**src/rtl/ysyx_22041071_lsu_axi_pkg.sv**
```systemverilog
// Shared AXI constants and LSU state encoding for the data-side AXI master.
package ysyx_22041071_lsu_axi_pkg;

    localparam logic [2:0] AXI_SIZE_8B    = 3'b011;
    localparam logic [1:0] AXI_BURST_INCR = 2'b01;
    localparam logic [1:0] AXI_RESP_OKAY  = 2'b00;

    typedef enum logic [2:0] {
        IDLE  = 3'd0,
        RD_A  = 3'd1,
        RD_D  = 3'd2,
        WR_AW = 3'd3,
        WR_B  = 3'd4,
        RESP  = 3'd5
    } lsu_state_t;

endpackage

```
**src/rtl/ysyx_22041071_lsu_axi.sv**
```systemverilog
// Data-side AXI4 master: turns one MEM-stage load or store into a single-beat
// AXI4 transaction, one outstanding at a time.
module ysyx_22041071_lsu_axi
    import ysyx_22041071_lsu_axi_pkg::*;
#(
    parameter int unsigned       ADDR_W = 32,
    parameter int unsigned       DATA_W = 64,
    parameter int unsigned       ID_W   = 4,
    parameter logic [ID_W-1:0]   AXI_ID = 4'h1
) (
    input  logic                  clk,
    input  logic                  reset,
    // MEM-stage request / response
    input  logic                  req_valid,
    output logic                  req_ready,
    input  logic                  req_wen,
    input  logic [63:0]           req_addr,
    input  logic [DATA_W-1:0]     req_wdata,
    input  logic [DATA_W/8-1:0]   req_wstrb,
    output logic                  rsp_valid,
    input  logic                  rsp_ready,
    output logic [DATA_W-1:0]     rsp_rdata,
    output logic                  rsp_err,
    // AW
    output logic                  aw_valid,
    input  logic                  aw_ready,
    output logic [ID_W-1:0]       aw_id,
    output logic [ADDR_W-1:0]     aw_addr,
    output logic [7:0]            aw_len,
    output logic [2:0]            aw_size,
    output logic [1:0]            aw_burst,
    // W
    output logic                  w_valid,
    input  logic                  w_ready,
    output logic [DATA_W-1:0]     w_data,
    output logic [DATA_W/8-1:0]   w_strb,
    output logic                  w_last,
    // B
    input  logic                  b_valid,
    output logic                  b_ready,
    input  logic [ID_W-1:0]       b_id,
    input  logic [1:0]            b_resp,
    // AR
    output logic                  ar_valid,
    input  logic                  ar_ready,
    output logic [ID_W-1:0]       ar_id,
    output logic [ADDR_W-1:0]     ar_addr,
    output logic [7:0]            ar_len,
    output logic [2:0]            ar_size,
    output logic [1:0]            ar_burst,
    // R
    input  logic                  r_valid,
    output logic                  r_ready,
    input  logic [ID_W-1:0]       r_id,
    input  logic [DATA_W-1:0]     r_data,
    input  logic [1:0]            r_resp,
    input  logic                  r_last
);

    lsu_state_t              state, state_n;
    logic                    aw_done, aw_done_n;
    logic                    w_done, w_done_n;
    logic [ADDR_W-1:0]       addr_q;
    logic [DATA_W-1:0]       wdata_q;
    logic [DATA_W/8-1:0]     wstrb_q;
    logic                    req_fire;

    // IDs, response LSBs, last flags and sub-doubleword address bits carry no
    // information for a single outstanding len=0 doubleword access.
    logic unused_bits;
    assign unused_bits = ^{req_addr[63:ADDR_W], req_addr[2:0], r_id, b_id,
                           r_last, r_resp[0], b_resp[0]};

    assign req_fire = req_valid && req_ready;

    // Constant AXI fields and registered payload.
    assign aw_id    = AXI_ID;
    assign ar_id    = AXI_ID;
    assign aw_addr  = addr_q;
    assign ar_addr  = addr_q;
    assign aw_len   = '0;
    assign ar_len   = '0;
    assign aw_size  = AXI_SIZE_8B;
    assign ar_size  = AXI_SIZE_8B;
    assign aw_burst = AXI_BURST_INCR;
    assign ar_burst = AXI_BURST_INCR;
    assign w_data   = wdata_q;
    assign w_strb   = wstrb_q;
    assign w_last   = 1'b1;

    // State register and write-channel completion flags.
    always_ff @(posedge clk or posedge reset) begin
        if (reset) begin
            state   <= IDLE;
            aw_done <= 1'b0;
            w_done  <= 1'b0;
        end else begin
            state   <= state_n;
            aw_done <= aw_done_n;
            w_done  <= w_done_n;
        end
    end

    // Next-state logic and state-decoded handshake outputs.
    always_comb begin
        state_n   = state;
        aw_done_n = aw_done;
        w_done_n  = w_done;
        req_ready = 1'b0;
        ar_valid  = 1'b0;
        r_ready   = 1'b0;
        aw_valid  = 1'b0;
        w_valid   = 1'b0;
        b_ready   = 1'b0;
        rsp_valid = 1'b0;
        case (state)
            IDLE: begin
                req_ready = !reset;
                if (req_fire) begin
                    state_n   = req_wen ? WR_AW : RD_A;
                    aw_done_n = 1'b0;
                    w_done_n  = 1'b0;
                end
            end
            RD_A: begin
                ar_valid = 1'b1;
                if (ar_ready) state_n = RD_D;
            end
            RD_D: begin
                r_ready = 1'b1;
                if (r_valid) state_n = RESP;
            end
            WR_AW: begin
                // AW and W complete independently, in either order or together.
                aw_valid  = !aw_done;
                w_valid   = !w_done;
                aw_done_n = aw_done || aw_ready;
                w_done_n  = w_done || w_ready;
                if (aw_done_n && w_done_n) state_n = WR_B;
            end
            WR_B: begin
                b_ready = 1'b1;
                if (b_valid) state_n = RESP;
            end
            RESP: begin
                rsp_valid = 1'b1;
                if (rsp_ready) state_n = IDLE;
            end
            default: state_n = IDLE;
        endcase
    end

    // Request capture and response data/error capture.
    always_ff @(posedge clk or posedge reset) begin
        if (reset) begin
            addr_q    <= '0;
            wdata_q   <= '0;
            wstrb_q   <= '0;
            rsp_rdata <= '0;
            rsp_err   <= 1'b0;
        end else begin
            if (req_fire) begin
                addr_q  <= {req_addr[ADDR_W-1:3], 3'b000};
                wdata_q <= req_wdata;
                wstrb_q <= req_wstrb;
            end
            if (state == RD_D && r_valid) begin
                rsp_rdata <= r_data;
                rsp_err   <= r_resp[1];
            end
            if (state == WR_B && b_valid) begin
                rsp_rdata <= '0;
                rsp_err   <= b_resp[1];
            end
        end
    end

endmodule

```
**config.mk**
```make
export PLATFORM = sky130hd
export DESIGN_NAME = ysyx_22041071_lsu_axi
export DESIGN_NICKNAME = d
export VERILOG_FILES = /design/src/rtl/ysyx_22041071_lsu_axi_pkg.sv /design/src/rtl/ysyx_22041071_lsu_axi.sv
export SDC_FILE = /design/constraint.sdc
export NUM_CORES = 1
export LEC_CHECK = 0
export ABC_AREA = 1
export CORE_AREA = 10 10 172 174
export CTS_BUF_LIST = sky130_fd_sc_hd__clkbuf_4
export DETAILED_ROUTE_END_ITERATION = 16
export DIE_AREA = 0 0 182 184
export PLACE_DENSITY_LB_ADDON = 0.15
export SYNTH_ARGS = -nofsm -noshare
export SYNTH_HDL_FRONTEND = slang
export SYNTH_SLANG_ARGS = --single-unit
export TNS_END_PERCENT = 1
```
**constraint.sdc**
```tcl
create_clock -name clk -period 6.6 [get_ports clk]
set_clock_uncertainty 0.15 [all_clocks]
set_input_delay 0.66 -clock clk [delete_from_list [all_inputs] [get_ports clk]]
set_output_delay 0.66 -clock clk [all_outputs]
set_load 0.005 [all_outputs]
```
==> After elaboration in Yosys (flattened, before gate mapping) <==
Index checks and enable logic that the tools add are counted.
{ "word_totals": {"in_bits": 223, "register_bits": 171} }
{ "classes": {"reduce_logical": 14, "mux": 22, "n_eq_ne": 11} }
{ "ops": {"columns": ["op", "n"], "rows": [
  ["2-to-1 mux 64 bit", 2],
  ["2-to-1 mux 3 bit", 6],
  ["one-hot mux 3 bit (6 select lines)", 1],
  ["inequality test 2 bit, second input constant", 6],
  ["2-to-1 mux 1 bit", 10],
  ["== test 3 x 2 -> 1 bit, second input constant", 2],
  ["== test 3 bit, second input constant", 2],
  ["AND reduction 6 bit", 1],
  ["logical AND 1 bit", 4],
  ["one-hot mux 1 bit (2 select lines)", 2],
  ["nonzero test 2 bit", 2],
  ["== test 3 x 1 -> 1 bit, second input constant", 1],
  ["zero test 1 bit", 3],
  ["zero test 3 bit", 1],
  ["logical OR 1 bit", 2],
  ["2-to-1 mux 2 bit", 1],
  ["AND reduction 2 bit", 1]
]} }

==> Logic depth before layout (Yosys ltp) <==
{ "depth": {"word_depth": 5, "mapped_depth": 10, "depth_no_buf": 9} }

==> Worst setup path before layout <==
No wires, ideal clock.
{ "synth_path": {"path_kind": "input port to flip-flop", "from": "input port reset", "to": "register state[1]", "path_slack_ps": 1499, "path_stages": 6, "t_arrival_ps": 4835, "n_path_buf": 0, "path_cell_list": "inv_1 a21oi_1 nor2_1 nand2_1 nand2_1 nand2_1"} }
{ "synth_between": {"elab_chain_cells": 5} }
{ "synth_lines": {"columns": ["element", "line_no", "text"], "rows": [
  ["start, declared", "ysyx_22041071_lsu_axi.sv:12", "input logic reset,"],
  ["zero test 1 bit (no line)", null, null],
  ["2-to-1 mux 1 bit", "ysyx_22041071_lsu_axi.sv:116", "case (state)"],
  ["logical AND 1 bit", "ysyx_22041071_lsu_axi.sv:74", "assign req_fire = req_valid && req_ready;"],
  ["inequality test 2 bit (no line)", null, null],
  ["AND reduction 6 bit (no line)", null, null],
  ["end signal, assigned", "ysyx_22041071_lsu_axi.sv:98", "state <= state_n;"],
  ["end, declared", "ysyx_22041071_lsu_axi.sv:60", "lsu_state_t state, state_n;"]
]} }
Every way passes these cells.
A chain may end at the register's enable or synchronous reset.

==> Worst setup path in the final report <==
{ "layout_path": {"from": "register state[0]", "to": "output port aw_valid"} }
{ "layout_between": {"elab_chain_cells": 2} }
{ "layout_lines": {"columns": ["element", "line_no", "text"], "rows": [
  ["== test 3 x 2 -> 1 bit", "ysyx_22041071_lsu_axi.sv:116", null],
  ["2-to-1 mux 1 bit", "ysyx_22041071_lsu_axi.sv:116", null],
  ["end, declared", "ysyx_22041071_lsu_axi.sv:25", "output logic aw_valid,"]
]} }
Every way passes these cells.

==> qor.yml <==
outcome: "completed"
tns_ps: 0
clockRootBuffer: "clkbuf_4"
yosysTopAreaCellShare_pct: 59.0
finalSetupViolations: 0
async_reset_ff_share_pct: 100
clk_pin_slew_ps: 130
fin_crit_sh_pct: 44.3
antenna_found_initial: 3
hold_depth: 2
cts_buffer_depth: 2
cts_buffers: 17
portBuffers: 378
routed_wl_um: 26000
cts.sinks: 171
slew_headroom_pct: 23.7
path_class: "flip-flop to output pin"
path_max_fanout: 6
worst_pin_slew_ps: 1140
drt_pass1_iterations: 4
synth_ff_type: "dfrtp_1"
synth_area_leaders: "dfrtp_1, nand2_1, buf_4"
ff2ff_setup_slack_ps: 3900
wl_per_cell_um: 17.1
net-switching-power_w: 0.00152
powerDensity_mw_per_mm2: 395
crit_path_start_kind: "flip-flop"
synthCells: 840
p_int_w: 0.00286
min_from: "rsp_rdata[26]$_DFFE_PP0P_"
nets: 1397
dr.first_iter.drc_count: 371
gp_congestion: 0.754
multiInputGateArea_mm2: 0.00226
antenna_left: 0
grt_max_degree: 103
cts_tree: "yes"
max_freq_mhz: 342
die_w_um: 182
ios: 466
area_delta_synth_final_pct: 53.0
hp-class: "flip-flop to flip-flop"
cts_setup_buffers: 0
required_ps: 5790
dpl.hpwl_um: 19300
final_core_util_pct: 42.8
num_vias: 6173
r2r_start: "state[2]$_DFFE_PP0P_"
ff2ff_path_depth: 8
crit_arrival_ps: 2110
ys_ff_latch: 171
dieArea_mm2: 0.0335
timing.rr.end: "w_data[4]$_DFFE_PP0P_"
grt-ovfl-total: 0
min_to: "rsp_rdata[26]$_DFFE_PP0P_"
peakVddDrop_mv: 0.165
synth.most_common_cell: "nand2_1"
clkLatencyLatePin_ps: 510
final.min_clock_period_ps: 2920
combinationalPowerShare_pct: 46.8
cts_resized: 0
grt_usage_pct: 14.8
drv_slew: 0
swShare_pct: 34.8
core_region_area_mm2: 0.0259
syn_avg_cell_area_um2: 8.63
endpoint_kind: "output pin"
rsz0062_at_grt: "no"
ys_types: 21
ys_seq_area_share_pct: 59.0
synth_commonest_cells: "nand2_1, dfrtp_1, buf_4"
grt_pass1_wl_um: 39100
synth_area_mm2: 0.00725
fill_cells: 2643
synth_top_cell_by_area: "dfrtp_1"
first_global_vias: 6347
cap_violations: 0
hold_viol: 0
cts.htree.levels: 4
p_seq_share_pct: 40.1
ys_warn_count: 0
postCtsHoldBufs: 0
drc: 0
p_leak_nw: 5.46
seq_area_mm2: 0.00428
row_count: 59
drive_gt1_share_pct: 4.04
start_util_pct: 28.0
viasPerCell: 4.05
clock_power_share_pct: 13.1
synth_edf_count: 0
dieHeight_um: 184
==> critical path, stage by stage, from the launching register on <==
cell and delay [ps]:
dfrtp_1 520, nand2_1 80, nor2_1 260, inv_1 100
nor2_1 100, clkdlybuf4s50_1 550
==> power groups by stage <==
stage / Clock (W) / Sequential (W) / Combinational [W]
after floorplan: 0 / 0.00181 / 0.000791
after global placement: 0 / 0.00177 / 0.00210
after detailed placement: 0 / 0.00178 / 0.00210
after CTS: 0.000616 / 0.00176 / 0.00211
after global routing: 0.000659 / 0.00182 / 0.00227
final: 0.000576 / 0.00176 / 0.00205
==> how the worst max path moves through the flow <==
stage	from	to	cells after the start
after floorplan	reset	ar_addr[10]$_DFFE_PP0P_	1
after global placement	reset	ar_addr[30]$_DFFE_PP0P_	7
after detailed placement	reset	w_strb[3]$_DFFE_PP0P_	7
after CTS	state[0]$_DFFE_PP0P_	aw_valid	5
after global routing	state[0]$_DFFE_PP0P_	aw_valid	5
final	state[0]$_DFFE_PP0P_	aw_valid	5
==> metrics by stage <==
step / hold slack (ps) / area (um^2) / power (W) / cells / setup slack (ps)
floorplan: 315 / 7390 / 0.00260 / 879 / 1140
detailed placement: 307 / 10800 / 0.00389 / 1490 / 3360
finish: 338 / 11100 / 0.00438 / 1524 / 3680
CTS: 344 / 11100 / 0.00449 / 1522 / 3540
global route: 359 / 11100 / 0.00475 / 1524 / 3420
global placement: 302 / 10800 / 0.00387 / 1490 / 3390
==> routing by layer <==
| metal | track usage, % | routed length [um] | share of wire (%) | up-vias |
|---|---|---|---|---|
| li1 | - | - | - | 3077 |
| met1 | 16.8 | 10400 | 40 | 2824 |
| met2 | 24.7 | 12600 | 48 | 263 |
| met3 | 7.40 | 2910 | 11 | 7 |
| met4 | 3.25 | 123 | 0.47 | 2 |
| met5 | 0 | 13 | 0.050 | - |
==> logic make-up (layout without fill, tap and decap cells) <==
family	Yosys count	in the layout	synth area share (%)
compound gates	6	6	0.449
other cells	2	43	0.104
buf+inv	120	428	11.9
flops	171	171	59.0
simple gates	541	541	28.5
==> state kept, by name, indices dropped and copies added, names as in the netlist <==
register and cells:
rsp_rdata 64, w_data 64, ar_addr 29, w_strb 8, state 3, aw_done 1
rsp_err 1, w_done 1
==> cells in the final DEF (no fill, tap or decap), drive strengths merged <==
cell and n:
nor2 15, buf 4, clkinv 5, nand3 6, clkinvlp 4, nand2 517, a21boi 1, diode 2
inv 18, nor3 1, conb 41, clkbuf 19, a21oi 2, dfrtp 171, clkdlybuf4s50 378, o21ai 3
or2 1, nand3b 1
==> final cells by class <==
cell class / count / share of cell area, %
clock inverters: 13 / 1.00
flip-flops and latches: 171 / 38.6
inverters: 14 / 0.519
clock buffers: 19 / 1.29
diodes: 2 / 0.0451
multi-input cells: 588 / 20.4
well taps: 335 / 3.78
repair buffers: 382 / 34.4
No activity file was read; power rests on OpenSTA's default activity.
